`config.mk`:
```
export PLATFORM = sky130hd
export DESIGN_NAME = axi_lite_slave_regs
export DESIGN_NICKNAME = d
export VERILOG_FILES = /design/src/rtl/axi_lite_slave_regs.sv
export SDC_FILE = /design/constraint.sdc
export NUM_CORES = 1
export LEC_CHECK = 0
export ABC_AREA = 1
export ABC_CLOCK_PERIOD_IN_PS = 2480
export CAP_MARGIN = 20
export CORE_MARGIN = 3
export CORE_UTILIZATION = 50
export CTS_BUF_LIST = sky130_fd_sc_hd__clkbuf_8 sky130_fd_sc_hd__clkbuf_16
export CTS_CLUSTER_SIZE = 8
export DETAILED_ROUTE_END_ITERATION = 10
export GPL_TIMING_DRIVEN = 0
export HOLD_SLACK_MARGIN = 0.1
export PLACE_DENSITY = 0.76
export SLEW_MARGIN = 40
export SYNTH_ARGS = -nofsm -noshare
export SYNTH_HDL_FRONTEND = slang
export SYNTH_SLANG_ARGS = --single-unit
```
`constraint.sdc`:
```
create_clock -name ACLK -period 2.48 [get_ports ACLK]
set_input_delay 0.62 -clock ACLK [delete_from_list [all_inputs] [get_ports ACLK]]
set_output_delay 0.62 -clock ACLK [all_outputs]
set_load 0.03 [all_outputs]
```
`src/rtl/axi_lite_slave_regs.sv`:
```
// AXI4-Lite slave register file.
// Holds 2**(ADDR_WIDTH-2) registers of DATA_WIDTH bits. Writes honour per-byte
// strobes. Read and write channels are independent. Every access completes OKAY.
// Ports:
//   ACLK, ARESETn                 clock, asynchronous active-low reset
//   AWADDR/AWVALID/AWREADY        write address channel
//   WDATA/WSTRB/WVALID/WREADY     write data channel
//   BVALID/BREADY                 write response channel (no BRESP)
//   ARADDR/ARVALID/ARREADY        read address channel
//   RDATA/RVALID/RREADY           read data channel (no RRESP)
module axi_lite_slave_regs #(
  parameter int unsigned ADDR_WIDTH = 4,
  parameter int unsigned DATA_WIDTH = 32
) (
  input  logic                      ACLK,
  input  logic                      ARESETn,
  input  logic [ADDR_WIDTH-1:0]     AWADDR,
  input  logic                      AWVALID,
  output logic                      AWREADY,
  input  logic [DATA_WIDTH-1:0]     WDATA,
  input  logic [DATA_WIDTH/8-1:0]   WSTRB,
  input  logic                      WVALID,
  output logic                      WREADY,
  output logic                      BVALID,
  input  logic                      BREADY,
  input  logic [ADDR_WIDTH-1:0]     ARADDR,
  input  logic                      ARVALID,
  output logic                      ARREADY,
  output logic [DATA_WIDTH-1:0]     RDATA,
  output logic                      RVALID,
  input  logic                      RREADY
);

  localparam int unsigned STRB_W   = DATA_WIDTH / 8;
  localparam int unsigned IDX_W    = ADDR_WIDTH - 2;
  localparam int unsigned NUM_REGS = 2 ** IDX_W;

  typedef enum logic [1:0] {
    W_IDLE   = 2'd0,
    W_HAVE_A = 2'd1,
    W_HAVE_D = 2'd2,
    W_RESP   = 2'd3
  } wstate_t;

  typedef enum logic {
    R_IDLE = 1'b0,
    R_DATA = 1'b1
  } rstate_t;

  wstate_t                r_wstate;
  rstate_t                r_rstate;
  logic [IDX_W-1:0]       r_awidx;
  logic [DATA_WIDTH-1:0]  r_wdata;
  logic [STRB_W-1:0]      r_wstrb;
  logic [DATA_WIDTH-1:0]  r_regs [NUM_REGS];
  logic [DATA_WIDTH-1:0]  r_rdata;

  logic                   w_aw_hs;
  logic                   w_w_hs;
  logic                   w_commit;
  logic [IDX_W-1:0]       w_cidx;
  logic [DATA_WIDTH-1:0]  w_cdata;
  logic [STRB_W-1:0]      w_cstrb;
  logic                   w_unused_addr_lsbs;

  // Byte offset within a word carries no meaning for a word register file.
  assign w_unused_addr_lsbs = ^{AWADDR[1:0], ARADDR[1:0]};

  // Handshake outputs decode state only, so no input reaches an output.
  assign AWREADY = (r_wstate == W_IDLE) || (r_wstate == W_HAVE_D);
  assign WREADY  = (r_wstate == W_IDLE) || (r_wstate == W_HAVE_A);
  assign BVALID  = (r_wstate == W_RESP);
  assign ARREADY = (r_rstate == R_IDLE);
  assign RVALID  = (r_rstate == R_DATA);
  assign RDATA   = r_rdata;

  assign w_aw_hs = AWVALID && AWREADY;
  assign w_w_hs  = WVALID && WREADY;

  // Select the commit source: live bus fields for whichever half arrives now,
  // latched fields for the half captured earlier.
  always_comb begin
    w_commit = 1'b0;
    w_cidx   = r_awidx;
    w_cdata  = r_wdata;
    w_cstrb  = r_wstrb;
    case (r_wstate)
      W_IDLE: begin
        if (w_aw_hs && w_w_hs) begin
          w_commit = 1'b1;
          w_cidx   = AWADDR[ADDR_WIDTH-1:2];
          w_cdata  = WDATA;
          w_cstrb  = WSTRB;
        end
      end
      W_HAVE_A: begin
        if (w_w_hs) begin
          w_commit = 1'b1;
          w_cdata  = WDATA;
          w_cstrb  = WSTRB;
        end
      end
      W_HAVE_D: begin
        if (w_aw_hs) begin
          w_commit = 1'b1;
          w_cidx   = AWADDR[ADDR_WIDTH-1:2];
        end
      end
      default: ;
    endcase
  end

  always_ff @(posedge ACLK or negedge ARESETn) begin
    if (!ARESETn) begin
      r_wstate <= W_IDLE;
      r_awidx  <= '0;
      r_wdata  <= '0;
      r_wstrb  <= '0;
    end else begin
      case (r_wstate)
        W_IDLE: begin
          if (w_commit) begin
            r_wstate <= W_RESP;
          end else if (w_aw_hs) begin
            r_awidx  <= AWADDR[ADDR_WIDTH-1:2];
            r_wstate <= W_HAVE_A;
          end else if (w_w_hs) begin
            r_wdata  <= WDATA;
            r_wstrb  <= WSTRB;
            r_wstate <= W_HAVE_D;
          end
        end
        W_HAVE_A: if (w_commit) r_wstate <= W_RESP;
        W_HAVE_D: if (w_commit) r_wstate <= W_RESP;
        W_RESP:   if (BREADY)   r_wstate <= W_IDLE;
        default:  r_wstate <= W_IDLE;
      endcase
    end
  end

  always_ff @(posedge ACLK or negedge ARESETn) begin
    if (!ARESETn) begin
      for (int unsigned i = 0; i < NUM_REGS; i++) begin
        r_regs[i] <= '0;
      end
    end else if (w_commit) begin
      for (int unsigned i = 0; i < STRB_W; i++) begin
        if (w_cstrb[i]) begin
          r_regs[w_cidx][8*i +: 8] <= w_cdata[8*i +: 8];
        end
      end
    end
  end

  // RDATA samples the array before this edge's commit lands, so a same-edge
  // read of the written register returns the old contents.
  always_ff @(posedge ACLK or negedge ARESETn) begin
    if (!ARESETn) begin
      r_rstate <= R_IDLE;
      r_rdata  <= '0;
    end else begin
      case (r_rstate)
        R_IDLE: begin
          if (ARVALID) begin
            r_rdata  <= r_regs[ARADDR[ADDR_WIDTH-1:2]];
            r_rstate <= R_DATA;
          end
        end
        R_DATA:  if (RREADY) r_rstate <= R_IDLE;
        default: r_rstate <= R_IDLE;
      endcase
    end
  end

endmodule

```
# --- Yosys cells after proc, flatten, opt, wreduce, memory -nomap -nowiden ---
# Cells that the tools add are included.
word_totals:
  inputBits: 51
  out_inout_bits: 37
  elab_cells: 80
  ff_bits: 201
op_classes:
  bitwise_logic: 5
  n_reduce_logical: 12
  n_lt_le_gt_ge: 3
  eq_ne: 6
  mux: 44
op_table:
  columns: ["operator", "count"]
  rows:
  - ["$mux W128", 7]
  - ["$bwmux W128", 4]
  - ["$demux W32 S2", 4]
  - ["$mux W32", 5]
  - ["$bmux W32 S2", 1]
  - ["$pmux W32 S2", 1]
  - ["$mux W24", 1]
  - ["$mux W16", 1]
  - ["$mux W2", 7]
  - ["$mux W4", 2]
  - ["$mux W8", 1]
  - ["$pmux W4 S2", 1]
  - ["$ge A3 B3 Y1 const B", 2]
  - ["$not A2 Y3", 2]
  - ["$pmux W2 S3", 1]
  - ["$reduce_and A3 Y1", 2]
  - ["$mux W1", 5]
  - ["$eq A2 B2 Y1 const B", 2]
  - ["$logic_and A1 B1 Y1", 4]
  - ["$ne A2 B1 Y1 const B", 2]
  - ["$ne A4 B4 Y1 const B", 1]
  - ["$pmux W2 S2", 1]
  - ["$reduce_and A2 Y1", 2]
  - ["$lt A3 B1 Y1 const B", 1]
  - ["other kinds (7)", 10]

# --- Depth between registers and ports, before layout ---
# Gate-level depths: netlist of the first run.
logic_depth:
  depth_word: 22
  mapped_depth: 16
  ltp_nobuf: 15

# --- Least setup slack after synthesis of the first run ---
# No wires, ideal clock.
synth_timing:
  kind: "reg-to-reg"
  start: "register r_wstate[0]"
  end: "register r_regs[65] (netlist bit)"
  path_stages_with_launch: 14
  arrival_ps: 2117
  path_buffers: 1
  setup_ps: 121
  slack_ps: 242
  required_time_ps: 2359
  period_less_slack_ps: 2238
  path_cell_list: "dfrtp_1 inv_1 ha_1 inv_2 nand2_1 nand2_1 nand2_1 nand3_1 nand2_1 nor2_1 nand2_1 buf_1 o21bai_1 nand2_1"
synth_between:
  elab_chain_len: 22
  elab_cells_between_ends: 41
  classes_between: "2 x order compare; 2 x eq/ne; 29 x mux; 1 x bitwise; 7 x reduce/logical"
synth_lines:
  columns: ["item", "line", "source"]
  rows:
  - ["start, declared", "50", "wstate_t r_wstate;"]
  - ["start signal, assigned", "115", "r_wstate <= W_IDLE;"]
  - ["start signal, assigned", "123", "r_wstate <= W_RESP;"]
  - ["start signal, assigned", "126", "r_wstate <= W_HAVE_A;"]
  - ["$eq A2 B2 Y1 or $logic_not A2 Y1 (tied branches)", "70", "assign AWREADY = (r_wstate == W_IDLE) || (r_wstate == W_HAVE_D);"]
  - ["$logic_or A1 B1 Y1 (*)", "70", null]
  - ["net AWREADY", "19", "output logic AWREADY,"]
  - ["$logic_and A1 B1 Y1 (*)", "77", "assign w_aw_hs = AWVALID && AWREADY;"]
  - ["$logic_and A1 B1 Y1", "89", "if (w_aw_hs && w_w_hs) begin"]
  - ["$mux W2", "89", null]
  - ["$pmux W2 S2", "87", "case (r_wstate)"]
  - ["$not A2 Y3 (implied by the code)", "149", "r_regs[w_cidx][8*i +: 8] <= w_cdata[8*i +: 8];"]
  - ["[... 7 more ...]", null, null]
  - ["$bwmux W128", "149", null]
  - ["$mux W128", "148", "if (w_cstrb[i]) begin"]
  - ["$mux W128", "146", "end else if (w_commit) begin"]
  - ["$bwmux W128", "149", null]
  - ["$mux W128", "148", null]
  - ["$mux W128", "146", null]
  - ["$bwmux W128", "149", null]
  - ["$mux W128", "148", null]
  - ["end signal, assigned by index", "149", null]
  - ["end, declared", "55", "logic [DATA_WIDTH-1:0] r_regs [NUM_REGS];"]
# Mark *: on every way through the listed nets, which the timed path passes. The rest lies on a longest branch. The select of a mux whose other input is x is not followed.
# A chain may end at the register's enable or synchronous reset.

# --- Worst setup path in the final report of the first run ---
layout_timing:
  start: "register r_wstate[1]"
  end: "output port WREADY"
layout_between:
  elab_chain_len: 2
  elab_cells_between_ends: 3
  classes_between: "1 x eq/ne; 2 x reduce/logical"
layout_lines:
  columns: ["item", "line", "source"]
  rows:
  - ["$eq A2 B1 Y1 or $logic_not A2 Y1 (tied branches)", "71", "assign WREADY = (r_wstate == W_IDLE) || (r_wstate == W_HAVE_A);"]
  - ["$logic_or A1 B1 Y1 (*)", "71", null]
  - ["end, declared", "23", "output logic WREADY,"]
# Mark *: on every way between the ends. The rest lies on a longest branch, timed or not.

==> results of run 1 <==
-- power groups by stage --
stage	registers, W	logic [W]	clock network, W
after detailed placement	0.00528	0.00804	0
final	0.00528	0.00983	0.00346
after global placement	0.00525	0.00784	0
after floorplan	0.00550	0.00524	0
after CTS	0.00524	0.00864	0.00349
after global routing	0.00540	0.0108	0.00362
-- worst max-delay path, cell delays in order (launching register included) --
cell,delay [ns]
dfrtp_2,0.43
inv_4,0.06
ha_2,0.18
buf_6,0.11
inv_1,0.10
nand2_4,0.09
buf_8,0.14
buf_6,0.13
-- state kept, by name (all words and copies together), names as in the netlist --
| name | count |
|---|---|
| RVALID | 1 |
| r_awidx | 2 |
| RDATA | 32 |
| r_wstate | 2 |
| r_wstrb | 4 |
| r_regs | 128 |
| r_wdata | 32 |
-- kinds of logic after synthesis --
| logic type | Yosys count | share of synthesized area [%] |
|---|---|---|
| DFF | 201 | 47.7 |
| buffers and inverters | 221 | 8.37 |
| and+or+nand+nor | 669 | 26.1 |
| AOI/OAI and AO/OA | 294 | 17.2 |
| adders and majority gates | 5 | 0.593 |
-- per-layer routing --
metal	GRT usage (%)	up-vias	wire length, microns
li1	-	4838	-
met1	37.6	4742	13100
met2	42.0	431	14100
met3	3.26	66	2320
met4	7.43	0	906
met5	0	-	0
-- cell usage in the layout, fill, tap and decap left out, types with 2 or more instances in the layout --
cell	synthesis	routed
nor2_4	2	6
inv_2	8	5
nand2_2	6	14
nand2_4	0	12
o21bai_1	64	64
o21ai_0	106	100
clkbuf_1	41	31
clkbuf_2	0	5
clkbuf_16	0	31
a31oi_1	32	32
dfrtp_1	201	200
clkdlybuf4s50_1	0	76
nand2_1	447	427
dlymetal6s2s_1	0	2
nand3_2	1	2
clkbuf_4	0	17
o21ai_1	1	7
buf_4	2	31
ha_4	0	2
inv_1	123	121
buf_8	0	4
nand3_1	161	159
a21oi_1	35	35
buf_1	10	5
buf_12	0	2
inv_4	0	5
o211ai_1	56	56
ha_1	5	2
buf_2	36	12
buf_6	0	7
buf_16	0	3
nor2_2	2	6
nor2_1	49	41
-- repair_timing --
action	in CTS	in global routing
endpoints found under the hold margin	33	0
gates cloned	0	2
pin swaps	10	20
hold buffers	1	0
setup buffers	10	12
gates resized for setup	55	104
endpoints found under the setup margin	162	167
-- worst paths after layout --
check	to
hold / removal	r_regs[124]
hold reg to reg	r_regs[124]
max in group asynchronous	r_regs[68]
setup / recovery	WREADY
min in group asynchronous	RDATA[9]
setup reg to reg	r_regs[50]
-- area by class of cell --
class                           instances  share of cell area, %
Clock buffer                           30                   5.62
Multi-Input combinational cell        968                   36.7
Buffer                                 89                   4.06
Inverter                              132                   3.86
Clock inverter                          2                  0.209
Sequential cell                       201                   38.2
Timing Repair Buffer                  109                   8.77
Tap cell                              270                   2.57
-- metrics by stage --
step                cells  total power, W
floorplan            1390          0.0107
global placement     1741          0.0131
detailed placement   1744          0.0133
CTS                  1787          0.0174
global route         1801          0.0198
finish               1801          0.0186
==> results.tsv, run 1 <==
metric	value	unit
clk_pin_slew	0.05	ns
synth_top_area_share	47.7	%
clk_latency	0.55	ns
status	complete, no violations	
drt_iter0_markers	873	
viasPerCell	5.60	
die_h	151	microns
yosysSeqAreaShare	47.7	%
critPathKind	flop to output port	
total_leakage_power	6.40	nW
crit_start	r_wstate[1]	
switching_power	0.00832	W
ys_types	23	
start_kind	flop	
area_delta_synth_final	24.8	%
ys_warn_count	0	
grt_pass1_wl	48.1	mm
clkPwrFrac	18.6	%
place_ws	-0.606	ns
diodes	0	
fill_cells	1741	
synth_top_area_cell	dfrtp_1	
setup_tns	0	ns
clockBufferDepth	3	
crit_required	1.86	ns
drive_gt1_share	11.1	%
worstHoldPathType	flop to flop	
end_kind	output port	
synth_edf_count	0	
pwr_density_cell	1410	nW/um^2
reg2reg_from	r_wstate[0]	
cts_buffers	29	
setup_viol	0	
worstPathMaxFanout	6	
placed_cell_area	11800	sq um
ant_nets	0	
hpwlAfterDp	21.0	mm
avgSynthCellArea	7.58	sq um
start_util	51.4	%
yosys_register_bits	201	
floorplan.die_area	22900	sq um
cts-root-buf	clkbuf_16	
drt-total-wl	30.4	mm
hold_slack	0.465	ns
grt_overflow	0	
firstDrtPassIters	5	
yosys-top-cells-area	dfrtp_1 48%, nand2_1 16%, nand3_1 7.6%	
vias	10100	
first_global_vias	9498	
portBuffers	81	
ff2ff_setup_slack	0.10	ns
tightest_slew	0.781	ns
grt_max_degree	66	
finalHoldViolCount	0	
syn_inst	1390	
r2r_cells	15	
cts.sink_count	201	
syn-num-nets	1446	
fin_area	13200	sq um
antenna_found_initial	0	
setup_ws	0.0761	ns
die_x	151	microns
grt.total_usage	26.2	%
hold_depth	2	
drv_cap	0	
ys_top_cells_by_count	447 x nand2_1, 201 x dfrtp_1, 161 x nand3_1, 123 x inv_1, 106 x o21ai_0	
io_pins	88	
gp_congestion	0.915	
post-synth-top-count-cell	nand2_1	
fin_crit	2.40	ns
ir_drop	0.935	mV
cts_tree	done	
post-route-period-util	96.9	%
syn_area	10500	sq um
core-area	20500	sq um
regArea	5030	sq um
crit_arrival	1.78	ns
hp-start	r_regs[124]	
synth-main-ff-cell	dfrtp_1	
num-nets-final	1586	
p_int	0.0102	W
rows	52	
drv_slew	0	
pwr-share-comb	52.9	%
max_clock_freq	416	MHz
drc	0	
wl_per_cell	16.9	microns
p_sw_share	44.8	%
clock_skew	0.0268	ns
multi_input_area	4830	sq um
async_reset_ff_share	100	%
power_frac_seq	28.4	%
post-route-util	64.2	%
cts.htree.levels	1	
slew_headroom	48.0	%
No activity file was read; power rests on OpenSTA's default activity.
==> run 2, diff against run 1 <==
--- a/config.mk
+++ b/config.mk
@@ -17,4 +17,5 @@
 export HOLD_SLACK_MARGIN = 0.1
 export PLACE_DENSITY = 0.76
+export SETUP_SLACK_MARGIN = 0.02
 export SLEW_MARGIN = 40
 export SYNTH_ARGS = -nofsm -noshare
==> constraint.sdc (replaced) <==
create_clock -name ACLK -period 2.48 [get_ports ACLK]
set_input_delay 0.62 -clock ACLK [delete_from_list [all_inputs] [get_ports ACLK]]
set_output_delay 0.62 -clock ACLK [all_outputs]
set_load 0.1 [all_outputs]
==> results.tsv, run 2 (synthesized netlist as in run 1, its figures left out) <==
metric	value	unit	change
floorplan.die_area	22900	sq um	unchanged
gp_congestion	0.913		-0.24%
final_cell_mix	430 x nand2_1, 201 x dfrtp_1, 160 x nand3_1		
crit_arrival	1.86	ns	+0.08 ns
grt_max_degree	72		+9.1%
post-route-period-util	99.9	%	+3.0 points
drv_slew	0		unchanged
start_kind	flop		
cts-root-buf	clkbuf_16		
cts.htree.levels	1		unchanged
post-route-util	62.7	%	-1.5 points
cts_tree	done		
die_h	151	microns	unchanged
clock_skew	0.0142	ns	-0.0126 ns
pwr_density_cell	1480	nW/um^2	+4.9%
fin_crit	2.48	ns	+0.0733 ns
vias	10000		-0.31%
critPathKind	flop to output port		
ir_drop	1.55	mV	+66%
first_global_vias	9652		+1.6%
total_leakage_power	6.29	nW	-1.7%
drv_cap	0		unchanged
cts.sink_count	201		unchanged
drt_iter0_markers	854		-2.2%
wl_per_cell	16.8	microns	-0.34%
diodes	0		unchanged
clk_latency	0.53	ns	-0.02 ns
worstPathMaxFanout	9		+3
grt_pass1_wl	48.7	mm	+1.3%
cts_buffers	29		unchanged
start_util	51.4	%	unchanged
hold_slack	0.464	ns	-0.000280 ns
antenna_found_initial	0		unchanged
drc	0		unchanged
grt.total_usage	26.3	%	+0.16 points
max_clock_freq	404	MHz	-3.0%
worstHoldPathType	flop to flop		
largest_register_ffs	128		unchanged
viasPerCell	5.58		-0.20%
end_kind	output port		
rsz0062_at_grt	true		
io_pins	88		unchanged
slew_headroom	49.5	%	+1.6 points
drt-total-wl	30.2	mm	-0.45%
ant_nets	0		unchanged
hpwlAfterDp	20.7	mm	-1.0%
crit_required	1.86	ns	about the same
top_register	r_regs		
rows	52		unchanged
core-area	20500	sq um	unchanged
tightest_slew	0.757	ns	-0.0234 ns
setup_tns	0	ns	unchanged
grt_overflow	0		unchanged
portBuffers	81		unchanged
die_x	151	microns	unchanged
layout_commonest_cell	nand2_1		
clockBufferDepth	3		unchanged
setup_viol	0		unchanged
status	complete, no violations		
area_delta_synth_final	21.9	%	
num-nets-final	1585		-0.063%
finalHoldViolCount	0		unchanged
placed_cell_area	11600	sq um	-1.5%
fin_area	12800	sq um	-2.3%
clk_pin_slew	0.05	ns	about the same
firstDrtPassIters	5		unchanged
drive_gt1_share	13.1	%	+2.0 points
-- run 2: cell types whose count changed in the layout (fill, tap and decap cells not counted), sizes merged --
cell	change
buf	+36
clkdlybuf4s50	-34
clkbuf	-3
clkinv	+1
clkinvlp	-1
dlymetal6s2s	-1
-- run 2: worst paths after layout --
path                              from           to  slack (ns)  cells past startpoint
max                        r_wstate[1]       WREADY       0.003                      7
min                        r_regs[101]  r_regs[101]        0.46                      2
max reg2reg                r_wstate[1]   r_regs[65]        0.08                     13
min reg2reg                r_regs[101]  r_regs[101]        0.46                      2
max in group asynchronous      ARESETn  r_wdata[28]        0.73                      5
min in group asynchronous      ARESETn   r_regs[40]        0.50                      2
-- run 2: routing by layer --
layer	share of wire (%)	track usage (%)	up-vias
met1	43	37.5	4721
li1	-	-	4829
met5	0	0	-
met2	46	42.4	443
met3	8.2	3.53	53
met4	2.0	7.48	0
-- run 2: timing repair --
action / in CTS / in global routing
hold endpoints to repair: 11 / 0
buffers inserted: 10 / 13
endpoints found under the setup margin: 166 / 166
pin swaps: 11 / 15
resized for setup: 60 / 75
hold buffers: 1 / 0
-- run 2: metrics by stage --
| stage | setup WS [ns] | total power (W) | std cells |
|---|---|---|---|
| floorplan | 0.0698 | 0.0119 | 1390 |
| global placement | -7.78 | 0.0142 | 1741 |
| global route | -0.0608 | 0.0203 | 1799 |
| detailed placement | -0.588 | 0.0142 | 1744 |
| finish | 0.00283 | 0.0190 | 1799 |
| CTS | -0.0364 | 0.0183 | 1786 |
-- run 2: cell type report --
| cell class | count | area (sq um) |
|---|---|---|
| Multi-Input combinational cell | 968 | 4790 |
| Timing Repair Buffer | 108 | 928 |
| Sequential cell | 201 | 5030 |
| Clock buffer | 29 | 726 |
| Buffer | 89 | 527 |
| Tap cell | 270 | 338 |
| Fill cell | 1749 | 7640 |
| Inverter | 132 | 503 |
| Clock inverter | 2 | 12.5 |
-- run 2: worst max-delay path, stage by stage, from the launching register on --
cell     delay [ns]
dfrtp_1        0.41
inv_2          0.09
ha_2           0.19
buf_6          0.12
inv_1          0.08
nand2_4        0.10
buf_8          0.15
buf_12         0.18
-- run 2: where the power goes --
part | total (W) | internal (W) | switching (W)
registers | 0.00526 | 0.00465 | 0.000614
clock network | 0.00337 | 0.00203 | 0.00134
logic | 0.0104 | 0.00309 | 0.00730
